## config.mk

```make
export PLATFORM = sky130hd
export DESIGN_NAME = player_motion_ctrl
export DESIGN_NICKNAME = d
export VERILOG_FILES = /design/src/rtl/player_motion_ctrl.sv
export SDC_FILE = /design/constraint.sdc
export NUM_CORES = 1
export LEC_CHECK = 0
export BUFFER_PORTS_ARGS = -buffer_cell sky130_fd_sc_hd__clkbuf_2
export CAP_MARGIN = 20
export CORE_MARGIN = 2
export CORE_UTILIZATION = 64
export CTS_CLUSTER_DIAMETER = 40
export DETAILED_ROUTE_END_ITERATION = 8
export GPL_TIMING_DRIVEN = 0
export PLACE_DENSITY = 0.87
export SYNTH_ARGS = -nofsm -noshare
export SYNTH_HDL_FRONTEND = slang
export SYNTH_SLANG_ARGS = --single-unit
```

## constraint.sdc

```tcl
create_clock -name Clk -period 5.1 [get_ports Clk]
set_clock_uncertainty 0.1 [all_clocks]
set_input_delay 1.02 -clock Clk [delete_from_list [all_inputs] [get_ports Clk]]
set_output_delay 1.02 -clock Clk [all_outputs]
set_load 0.1 [all_outputs]
```

## src/rtl/player_motion_ctrl.sv

```systemverilog
// Per-frame walk/scroll decision and jump/gravity FSM for the player sprite.
// Optional double jump is enabled by defining PLAYER_DOUBLE_JUMP_EN.
module player_motion_ctrl #(
  parameter logic [9:0] X_MIN     = 10'd0,
  parameter logic [9:0] SCROLL_X  = 10'd300,
  parameter logic [9:0] X_MAX     = 10'd620,
  parameter logic [9:0] GROUND_Y  = 10'd368,
  parameter logic [3:0] STEP_X    = 4'd2,
  parameter logic [4:0] JUMP_V    = 5'd12,
  parameter logic [4:0] V_MAX     = 5'd10,
  parameter logic [8:0] BG_MAX    = 9'd400,
  parameter logic [7:0] KEY_LEFT  = 8'h04,
  parameter logic [7:0] KEY_RIGHT = 8'h07,
  parameter logic [7:0] KEY_JUMP  = 8'h1A
) (
  input  logic       Clk,
  input  logic       Reset,
  input  logic       frame_tick,
  input  logic [7:0] keycode,
  input  logic       can_up,
  input  logic       can_down,
  input  logic       can_left,
  input  logic       can_right,
  output logic [9:0] x_pos,
  output logic [9:0] y_pos,
  output logic [8:0] bg_step,
  output logic       airborne,
  output logic       facing_left
);

  typedef enum logic [1:0] {
    GROUND,
    RISE,
    FALL
  } state_t;

  state_t      state_q, state_d;
  logic [9:0]  x_q, x_d;
  logic [9:0]  y_q, y_d;
  logic [8:0]  bg_q, bg_d;
  logic [4:0]  vy_q, vy_d;
  logic        face_q, face_d;
  logic        jprev_q, jprev_d;
  logic        jump_key, jump_edge;
  logic [10:0] x_fwd, x_lim;
  logic [9:0]  x_bak;
  logic [9:0]  y_up;
  logic [10:0] y_dn;

`ifdef PLAYER_DOUBLE_JUMP_EN
  logic extra_q, extra_d;
  logic dj;
`endif

  assign jump_key  = (keycode == KEY_JUMP);
  assign jump_edge = jump_key && !jprev_q;

  // Widened sums so clamping compares never see a wrapped value
  assign x_fwd = {1'b0, x_q} + {7'd0, STEP_X};
  assign x_lim = {1'b0, X_MIN} + {7'd0, STEP_X};
  assign x_bak = x_q - {6'd0, STEP_X};
  assign y_up  = y_q - {5'd0, vy_q};
  assign y_dn  = {1'b0, y_q} + {6'd0, vy_q};

  always_comb begin
    x_d    = x_q;
    bg_d   = bg_q;
    face_d = face_q;
    if (keycode == KEY_RIGHT) begin
      face_d = 1'b0;
      if (can_right) begin
        if (x_q < SCROLL_X)
          x_d = (x_fwd > {1'b0, SCROLL_X}) ?
                SCROLL_X : x_fwd[9:0];
        else if (bg_q < BG_MAX)
          bg_d = bg_q + 9'd1;
        else
          x_d = (x_fwd > {1'b0, X_MAX}) ?
                X_MAX : x_fwd[9:0];
      end
    end else if (keycode == KEY_LEFT) begin
      face_d = 1'b1;
      if (can_left)
        x_d = ({1'b0, x_q} < x_lim) ? X_MIN : x_bak;
    end
  end

  always_comb begin
    state_d = state_q;
    y_d     = y_q;
    vy_d    = vy_q;
    jprev_d = jump_key;
    unique case (state_q)
      GROUND: begin
        if (jump_edge && can_up) begin
          state_d = RISE;
          vy_d    = JUMP_V;
        end else if (can_down && y_q < GROUND_Y) begin
          state_d = FALL;
          vy_d    = 5'd1;
        end
      end
      RISE: begin
        if (!can_up || vy_q == 5'd0) begin
          state_d = FALL;
          vy_d    = 5'd0;
        end else begin
          y_d  = (y_q < {5'd0, vy_q}) ? 10'd0 : y_up;
          vy_d = vy_q - 5'd1;
        end
      end
      FALL: begin
        if (!can_down) begin
          state_d = GROUND;
          vy_d    = 5'd0;
        end else if (y_dn >= {1'b0, GROUND_Y}) begin
          state_d = GROUND;
          y_d     = GROUND_Y;
          vy_d    = 5'd0;
        end else begin
          y_d  = y_dn[9:0];
          vy_d = (vy_q >= V_MAX) ? V_MAX : vy_q + 5'd1;
        end
      end
      default: begin
        state_d = GROUND;
        vy_d    = 5'd0;
      end
    endcase
`ifdef PLAYER_DOUBLE_JUMP_EN
    dj      = jump_edge && can_up && extra_q &&
              (state_q != GROUND);
    extra_d = extra_q;
    if (state_d == GROUND)
      extra_d = 1'b1;
    // Mid-air relaunch keeps y and restarts the rise
    if (dj) begin
      state_d = RISE;
      y_d     = y_q;
      vy_d    = JUMP_V;
      extra_d = 1'b0;
    end
`endif
  end

  always_ff @(posedge Clk or posedge Reset) begin
    if (Reset) begin
      state_q <= GROUND;
      x_q     <= 10'd40;
      y_q     <= GROUND_Y;
      bg_q    <= 9'd0;
      vy_q    <= 5'd0;
      face_q  <= 1'b0;
      jprev_q <= 1'b0;
`ifdef PLAYER_DOUBLE_JUMP_EN
      extra_q <= 1'b1;
`endif
    end else if (frame_tick) begin
      state_q <= state_d;
      x_q     <= x_d;
      y_q     <= y_d;
      bg_q    <= bg_d;
      vy_q    <= vy_d;
      face_q  <= face_d;
      jprev_q <= jprev_d;
`ifdef PLAYER_DOUBLE_JUMP_EN
      extra_q <= extra_d;
`endif
    end
  end

  assign x_pos       = x_q;
  assign y_pos       = y_q;
  assign bg_step     = bg_q;
  assign airborne    = (state_q != GROUND);
  assign facing_left = face_q;

endmodule
```

-- Word-level counts from Yosys, hierarchy flattened
Index checks and enable logic that the tools add are counted.
- equality and inequality tests: 12
- bitwise gates (word level): 1
- reduce and logical (&&, ||, !) cells: 18
- multiplexer cells: 29
- add/subtract/negate cells: 7
- $lt $le $gt $ge: 9
- operators by type and width (operator ; count):
    $mux W10 ; 13
    $mux W5 ; 6
    $lt A10 B9 Y1 const B ; 2
    $pmux W10 S2 ; 1
    $eq A8 B3 Y1 const B ; 2
    $pmux W5 S3 ; 1
    $add A10 B2 Y11 const B ; 1
    $add A10 B5 Y11 ; 1
    $ge A11 B9 Y1 const B ; 1
    $gt A11 B10 Y1 const B ; 1
    $gt A11 B9 Y1 const B ; 1
    $lt A10 B2 Y1 const B ; 1
    $lt A10 B5 Y1 ; 1
    $mux W2 ; 5
    $reduce_and A5 Y1 ; 2
    $sub A10 B2 Y10 const B ; 1
    $sub A10 B5 Y10 ; 1
    $add A9 B1 Y9 const B ; 1
    $lt A9 B9 Y1 const B ; 1
    $ne A3 B3 Y1 const B ; 3
    $eq A8 B5 Y1 const B ; 1
    $ne A2 B2 Y1 const B ; 4
    $reduce_and A4 Y1 ; 2
    $reduce_bool A2 Y1 ; 4
    14 further kinds ; 19
- input bits: 15
- word-level logic and storage cells: 83
- flip-flop bits (word level): 38

-- Longest topological paths before layout
Gate-level depths: netlist of run 1.
- word-level depth: 7
- depth in mapped cells: 11
- gate-level depth less buffers: 11

-- Least setup slack after synthesis of run 1
Ideal clock, no wire load.
- path type: reg2reg
- start point: register y_q[1], in the netlist y_pos[1]
- end point: register vy_q[1]
- stages on the path, launching flop included: 9
- clock period less this slack: 3.209 ns
- required time: 4.897 ns
- library setup time: 0.103 ns
- slack: 1.891 ns
- arrival: 3.005 ns
- cell sequence: dfrtp_1 ha_1 nand2b_1 a211o_1 a31oi_1 xnor2_1 a21o_1 nand2_4 o41ai_2
- word-level cells in the longest chain between the ends: 5
- elaborated cells on any way between the ends: 9
- RTL lines (element ; line ; text):
    start, declared ; 39 ; logic [9:0] y_q, y_d;
    start signal, assigned ; 161 ; y_q <= y_d;
    $add A10 B5 Y11 ; 63 ; assign y_dn = {1'b0, y_q} + {6'd0, vy_q};
    $ge A11 B9 Y1 ; 116 ; end else if (y_dn >= {1'b0, GROUND_Y}) begin
    $mux W5 ; 116 ;
    $mux W5 ; 113 ; if (!can_down) begin
    $pmux W5 S3 ; 93 ; unique case (state_q)
    end signal, assigned ; 163 ; vy_q <= vy_d;
    end, declared ; 41 ; logic [4:0] vy_q, vy_d;
Parallel ways exist; a longest one is shown, timed or not.
A chain may end at the register's enable or synchronous reset.

-- Final worst setup path of run 1
- start point: register vy_q[1]
- end point: register vy_q[2]
- word-level cells in the longest chain between the ends: 5
- elaborated cells on any way between the ends: 12
- RTL lines (element ; line):
    $add A10 B5 Y11 (tied with other cells) ; 63
    $ge A11 B9 Y1 or $mux W5 (tied branches) ; 116, 122
    $mux W5 ; 116
    $mux W5 ; 113
    $pmux W5 S3 (*) ; 93
Mark *: on every way between the ends. The rest lies on a longest branch, timed or not.

==> results of run 1 <==
[critical path: stages, from the launching register on]
cell and delay [ns]:
dfrtp_1 0.52, inv_1 0.21, ha_1 0.32, nand2b_1 0.20, a211o_1 0.36, a31oi_1 0.33
xnor2_1 0.19, a21o_1 0.31, nand2_4 0.16, o41ai_2 0.37
[cell families (layout without fill, tap and decap cells)]
kind of cell | after synthesis | in the layout
xor+xnor | 20 | 20
compound gates | 141 | 141
simple gates | 159 | 159
other cells | 1 | 1
fa+ha+maj | 20 | 20
mux | 6 | 6
buf+inv | 53 | 104
flops | 37 | 37
[how the worst max path moves through the flow]
stage / startpoint / slack, ns / endpoint / cells after the start
after floorplan: y_pos[1]$_DFFE_PP0P_ / 1.89 / vy_q[1]$_DFFE_PP0P_ / 8
after global placement: keycode[5] / 1.96 / bg_step[5]$_DFFE_PP0P_ / 9
after detailed placement: keycode[5] / 1.89 / bg_step[5]$_DFFE_PP0P_ / 9
after CTS: vy_q[1]$_DFFE_PP0P_ / 1.97 / vy_q[2]$_DFFE_PP0P_ / 9
after global routing: vy_q[1]$_DFFE_PP0P_ / 1.72 / vy_q[2]$_DFFE_PP0P_ / 9
final: vy_q[1]$_DFFE_PP0P_ / 1.92 / vy_q[2]$_DFFE_PP0P_ / 9
[Yosys cell counts, types with 4 or more instances]
| cell type | number | area share |
|---|---|---|
| nand2_1 | 33 | 0.035 |
| dfrtp_1 | 31 | 0.22 |
| a21oi_1 | 28 | 0.039 |
| nor2_1 | 28 | 0.029 |
| o21ai_0 | 26 | 0.036 |
| inv_1 | 23 | 0.024 |
| ha_1 | 18 | 0.063 |
| clkbuf_1 | 15 | 0.016 |
| nor3_1 | 15 | 0.021 |
| xnor2_1 | 15 | 0.037 |
| nand4_1 | 14 | 0.025 |
| buf_2 | 12 | 0.017 |
| nand3_1 | 12 | 0.017 |
| a31oi_1 | 11 | 0.019 |
| nand2b_1 | 7 | 0.012 |
| o211ai_1 | 7 | 0.015 |
| dfstp_2 | 6 | 0.044 |
| a211oi_1 | 5 | 0.011 |
| a21o_1 | 5 | 0.011 |
| and2_1 | 5 | 0.0088 |
| and3_1 | 5 | 0.0088 |
| nor2b_1 | 5 | 0.0088 |
| nor3b_1 | 5 | 0.011 |
| xor2_1 | 5 | 0.012 |
| a41oi_1 | 4 | 0.0098 |
| o31ai_1 | 4 | 0.0084 |
| or3_1 | 4 | 0.0070 |
[final cells by class]
cell class	instances	area, um2
Multi-Input combinational cell	347	2410
Fill cell	445	1450
Sequential cell	37	933
Timing Repair Buffer	43	215
Buffer	29	135
Inverter	24	90.1
Tap cell	72	90.1
Clock buffer	5	68.8
Clock inverter	3	46.3
[layout by cell type (no fill, tap or decap), types with 11 or more instances in the layout]
master / count
ha_1: 18
clkbuf_2: 43
a21oi_1: 28
nor2_1: 28
xnor2_1: 15
buf_2: 12
nand3_1: 12
nor3_1: 15
o21ai_0: 26
nand2_1: 33
nand4_1: 14
inv_1: 22
dfrtp_1: 31
clkbuf_1: 15
a31oi_1: 11
[where the power goes]
| group | leakage, uW | total [uW] | switching (uW) | internal [uW] |
|---|---|---|---|---|
| logic | 0.00114 | 1270 | 913 | 354 |
| clock network | 0.0000543 | 267 | 121 | 147 |
| registers | 0.000470 | 459 | 96.2 | 363 |
[metal layers]
metal,share of wire,up-vias
li1,-,1736
met2,0.49,199
met3,0.074,22
met4,0.017,0
met1,0.42,1772
met5,0,-
[registers in the layout, indices dropped and copies added, names as in the netlist]
signal       flops
y_pos           10
bg_step          9
x_pos            9
vy_q             5
state_q          2
facing_left      1
jprev_q          1
[metrics by stage]
step                      setup WS (ns)  cells
final                              1.92    560
after detailed placement           1.89    552
after global placement             1.96    552
after floorplan                    1.89    437
after CTS                          1.97    560
after global routing               1.72    560
==> key figures, run 1 <==
Finish
  – Fin area: 0.00399 mm2
  – Ant diodes: 0
  – Final #Nets: 522
  – Core Util, Final: 0.733
  – Layout cells sized above 1: 0.199
  – Layout overhead on the synthesized area: 11.8%

Worst setup path
  – CP endpoint kind: flip-flop
  – R2r startpoint: vy_q[1]$_DFFE_PP0P_
  – Worst path required time: 5.20 ns
  – Capture point of the worst reg-to-reg path: vy_q[2]$_DFFE_PP0P_
  – R2R Setup Slk: 1.92 ns
  – Kind of critical path: flip-flop to flip-flop
  – Worst path arrival time: 3.28 ns
  – Max FO, Critical Path: 8
  – Crit start category: flip-flop
  – FF-to-FF path depth: 9

Min path
  – Hold path cells: 1
  – Hold_sp: bg_step[3]$_DFFE_PP0P_
  – HP Class: flip-flop to flip-flop
  – End point of the worst hold path: bg_step[3]$_DFFE_PP0P_

Logic synthesis
  – Syn avg cell area: 8.16 um2
  – Main combinational cell family by area after synthesis: compound AO/OA/AOI/OAI gates
  – Seq cells post-synth: 37
  – Compound-Gate Fraction of Synth Area: 0.288
  – Mux contribution to synthesized area: 0.0179
  – Cell area after technology mapping: 0.00357 mm2
  – Sequential-to-total area share from yosys stat: 0.262
  – Synth Instances: 437
  – Post-Synth Adder-Cell Area: 0.0744
  – Most common flop cell mapped by yosys: dfrtp_1
  – Ys Warns: 0
  – Synth Area in Simple Gates: 0.245
  – EDFF count, synth: 0
  – Yosys cell types: 80
  – Xor/xnor share of the synthesized area: 0.0491
  – Post-Syn Nets: 472
  – Post-synth ARST share: 1.00

Floorplan
  – Die area: 0.00619 mm2
  – Area of the core: 0.00544 mm2
  – Cell Rows: 27
  – Ports: 46
  – Die Span Y: 78.7 um
  – Initial core utilization: 0.656
  – Die W: 78.7 um

Detailed routing
  – Total wire length: 9630 um
  – Remaining antenna violation count after routing: 0
  – Routed WL per cell: 17.2 um
  – Total vias in the final route: 3,729
  – Initial DRT Pass Iterations: 4
  – Vias/cell: 6.66
  – DRC: 0
  – Initial drt markers: 236

Clock network
  – CTS tree: yes
  – Post-CTS setup buffer count: 0
  – CTS H-tree depth: 2
  – Worst-path clk slew: 0.08 ns
  – Longest Clk Path Bufs: 2
  – Clk sinks: 37
  – Clock buffer count from CTS: 5
  – CTS root buffer: clkbuf_8
  – PostCTS Resize Cnt: 0
  – Hold_buf cts: 0
  – Worst skew pair latency: 0.30 ns

Global routing
  – Global-route wire length before repair: 16,000 um
  – GRT Util Overall: 0.318
  – Largest net degree at the start of global routing: 38
  – Met1 Use GR: 0.418
  – Antenna violations before repair: 0
  – Met2 usage: 0.545
  – GRT Max-Usage Layer: met2
  – Global route overflow: 0
  – Vias in the first global route: 3,418
  – Global-route met3 utilization: 0.0391

Placed design
  – PortBufs: 43
  – Dpl hpwl: 7080 um
  – Final GP Congestion: 0.948
  – DP Area: 0.00387 mm2

Timing
  – Final Setup Violations: 0
  – Final Max Tran Viols: 0
  – Final hold violation count: 0
  – Period utilization: 0.624
  – RSZ-0062 raised after global routing: no
  – Worst slew margin: 0.462
  – Worst hold slack: 0.407 ns
  – Final worst path period need: 3.18 ns
  – Fin Setup TNS: 0 ns
  – Worst-Margin Slew: 0.806 ns
  – Achievable Freq: 314 MHz

Power
  – Max VDD drop: 479 uV
  – Power Density: 500 mW/mm2
  – Total power: 1990 uW
  – Leakage: 0.00166 uW

Flow run
  – Maxcap violations: 0

Status
  – Status: finished, final reports clean
(Power assumes the default switching activity.)
==> run 2: changes to the inputs <==
--- a/config.mk
+++ b/config.mk
@@ -8,11 +8,11 @@
 export BUFFER_PORTS_ARGS = -buffer_cell sky130_fd_sc_hd__clkbuf_2
 export CAP_MARGIN = 20
 export CORE_MARGIN = 2
-export CORE_UTILIZATION = 64
+export CORE_UTILIZATION = 59
 export CTS_CLUSTER_DIAMETER = 40
 export DETAILED_ROUTE_END_ITERATION = 8
 export GPL_TIMING_DRIVEN = 0
-export PLACE_DENSITY = 0.87
+export PLACE_DENSITY = 0.81
 export SYNTH_ARGS = -nofsm -noshare
 export SYNTH_HDL_FRONTEND = slang
 export SYNTH_SLANG_ARGS = --single-unit
==> constraint.sdc (replaced) <==
create_clock -name Clk -period 3.2 [get_ports Clk]
set_clock_uncertainty 0.1 [all_clocks]
set_input_delay 0.64 -clock Clk [delete_from_list [all_inputs] [get_ports Clk]]
set_output_delay 0.64 -clock Clk [all_outputs]
set_load 0.1 [all_outputs]
==> run 2 against run 1 <==
Against the previous run:
- flip-flop and latch count did not move
- sequential power rose by 61%
- wire length fell by 1.7%
- hold slack got worse by 0.052 ns
- combinational power rose by 60%
- power rose by 56%
- critical path depth did not move
- critical endpoint is now vy_q[1]$_DFFE_PP0P_
- highest routed layer unchanged
==> key figures, run 2 (same netlist as run 1, synthesis figures left out) <==
Min path
  – HP Class: input pin to asynchronous set/reset pin

Floorplan
  – Die W: 81.8 um (+3.9%)
  – Die Span Y: 81.8 um (+3.9%)
  – Cell Rows: 28 (+3.7%)
  – Initial core utilization: 0.606 (-0.0498)
  – Ports: 46 (unchanged)
  – Die area: 0.00668 mm2 (+8.0%)
  – Area of the core: 0.00589 mm2 (+8.2%)

Global routing
  – Largest net degree at the start of global routing: 38 (unchanged)
  – Antenna violations before repair: 0 (unchanged)
  – Global route overflow: 0 (unchanged)
  – GRT Util Overall: 0.296 (-0.0220)
  – Vias in the first global route: 3,264 (-4.5%)
  – Global-route wire length before repair: 15,500 um (-3.3%)

Timing
  – Final Setup Violations: 0 (unchanged)
  – Fin Setup TNS: 0 ns (unchanged)
  – Worst slew margin: 0.489 (+0.0269)
  – Period utilization: 0.939 (+0.315)
  – Achievable Freq: 333 MHz (+5.9%)
  – RSZ-0062 raised after global routing: no
  – Worst-Margin Slew: 0.766 ns (-0.0403 ns)
  – Final Max Tran Viols: 0 (unchanged)
  – Final worst path period need: 3.00 ns (-0.176 ns)
  – Final hold violation count: 0 (unchanged)

Clock network
  – Worst-path clk slew: 0.08 ns (about the same)
  – CTS tree: yes
  – Longest Clk Path Bufs: 2 (unchanged)
  – CTS H-tree depth: 2 (unchanged)
  – Clk sinks: 37 (unchanged)
  – Worst skew pair latency: 0.30 ns (about the same)
  – CTS root buffer: clkbuf_8
  – Hold_buf cts: 0 (unchanged)
  – Clock buffer count from CTS: 5 (unchanged)

Power
  – Sw Share: 0.571 (+0.00447)
  – Flop pwr share: 0.237 (+0.007)
  – Clock group share of total power: 0.112 (-0.022)
  – Power Density: 779 mW/mm2 (+56%)
  – Net switching power: 1780 uW (+57%)
  – Max VDD drop: 674 uV (+41%)
  – Leakage: 0.00166 uW (-0.52%)
  – Cell Int Power: 1330 uW (+54%)
  – Logic gate share of total power: 0.651 (+0.015)

Detailed routing
  – Initial drt markers: 307 (+30%)
  – Routed WL per cell: 16.8 um (-2.4%)
  – Vias/cell: 6.57 (-1.4%)
  – DRC: 0 (unchanged)
  – Total vias in the final route: 3,703 (-0.70%)
  – Initial DRT Pass Iterations: 5 (+1)
  – Total wire length: 9470 um (-1.7%)
  – Remaining antenna violation count after routing: 0 (unchanged)

Finish
  – Most frequent cells in the layout: 43 x clkbuf_2, 33 x nand2_1, 29 x dfrtp_1
  – Final #Nets: 523 (+0.19%)
  – Layout cells sized above 1: 0.209 (+0.00982)
  – Max reg flops: 10 (unchanged)
  – Final instance count without filler cells: 564 (+0.71%)
  – Filler Cells Inserted: 503 (+13%)
  – Commonest non-fill, non-tap cell in the layout: clkbuf_2
  – Ant diodes: 0 (unchanged)
  – Layout overhead on the synthesized area: 12.0%

Worst setup path
  – CP endpoint kind: flip-flop
  – Max FO, Critical Path: 8 (unchanged)
  – Worst path required time: 3.29 ns (-1.91 ns)
  – Worst path arrival time: 3.10 ns (-0.18 ns)
  – R2R Setup Slk: 0.20 ns (-1.72 ns)
  – Kind of critical path: flip-flop to flip-flop
  – Crit start category: flip-flop

Placed design
  – PortBufs: 43 (unchanged)
  – Final GP Congestion: 0.941 (-0.70%)
  – DP Cell Count: 555 (+0.54%)
  – Dpl hpwl: 7120 um (+0.55%)

Flow run
  – Maxcap violations: 0 (unchanged)

Status
  – Status: finished, final reports clean
==> run 2: layout make-up <==
cell class / count / area (um2) / share of cell area
plain buffers: 29 / 135 / 0.0338
clock buffers: 7 / 86.3 / 0.0216
clock inverters: 1 / 7.51 / 0.00188
inverters: 24 / 90.1 / 0.0226
multi-input cells: 347 / 2420 / 0.607
flip-flops and latches: 37 / 936 / 0.234
well taps: 75 / 93.8 / 0.0235
repair buffers: 44 / 223 / 0.0558
==> run 2: path summary, 6_finish.rpt <==
path | end | cells past startpoint | startpoint
setup / recovery | vy_q[1]$_DFFE_PP0P_ | 9 | vy_q[2]$_DFFE_PP0P_
hold / removal | bg_step[1]$_DFFE_PP0P_ | 2 | Reset
setup reg to reg | vy_q[1]$_DFFE_PP0P_ | 9 | vy_q[2]$_DFFE_PP0P_
hold reg to reg | bg_step[3]$_DFFE_PP0P_ | 1 | bg_step[3]$_DFFE_PP0P_
max in group asynchronous | y_pos[1]$_DFFE_PP0P_ | 2 | Reset
min in group Clk | bg_step[3]$_DFFE_PP0P_ | 1 | bg_step[3]$_DFFE_PP0P_
==> run 2: per-stage QoR <==
| stage | setup slack [ns] | utilization | total power, uW | hold WS [ns] | instance area [um2] |
|---|---|---|---|---|---|
| 5_1_grt | 0.0101 | 0.679 | 3310 | 0.436 | 3990 |
| 6_report | 0.196 | 0.679 | 3110 | 0.355 | 3990 |
| 3_3_place_gp | 0.116 | 0.659 | 2660 | 0.390 | 3880 |
| 4_1_cts | 0.0228 | 0.675 | 3060 | 0.386 | 3970 |
| 3_5_place_dp | 0.0552 | 0.659 | 2710 | 0.400 | 3880 |
| 2_1_floorplan | 0.0270 | - | 2310 | 0.381 | 3570 |
==> run 2: timing repair <==
item                                    CTS  global route
resized for setup                         0             4
setup buffers                             0             1
endpoints found under the setup margin    0             6
==> run 2: power by group through the flow <==
| stage | clock network, uW | logic, uW | registers, uW |
|---|---|---|---|
| 5_1_grt | 372 | 2190 | 753 |
| 2_1_floorplan | 0 | 1110 | 1200 |
| 4_1_cts | 353 | 1980 | 730 |
| 3_5_place_dp | 0 | 1970 | 740 |
| 6_report | 349 | 2030 | 737 |
| 3_3_place_gp | 0 | 1930 | 732 |
==> run 2: per-layer routing <==
metal  share of wire  global-route usage  wire length [um]
met1            0.47               0.442              4420
met2            0.45               0.437              4240
met3           0.072              0.0473               686
met4           0.013              0.0933               125
met5               0                   0                 0
==> run 2: worst max-delay path, cell delays in order (launching register included) <==
cell and delay [ns]:
dfrtp_1 0.47, inv_1 0.14, ha_1 0.38, nor2b_2 0.20, a211o_1 0.36, a31oi_2 0.30
xnor2_1 0.20, a21o_2 0.26, nand2_4 0.12, o41ai_2 0.36
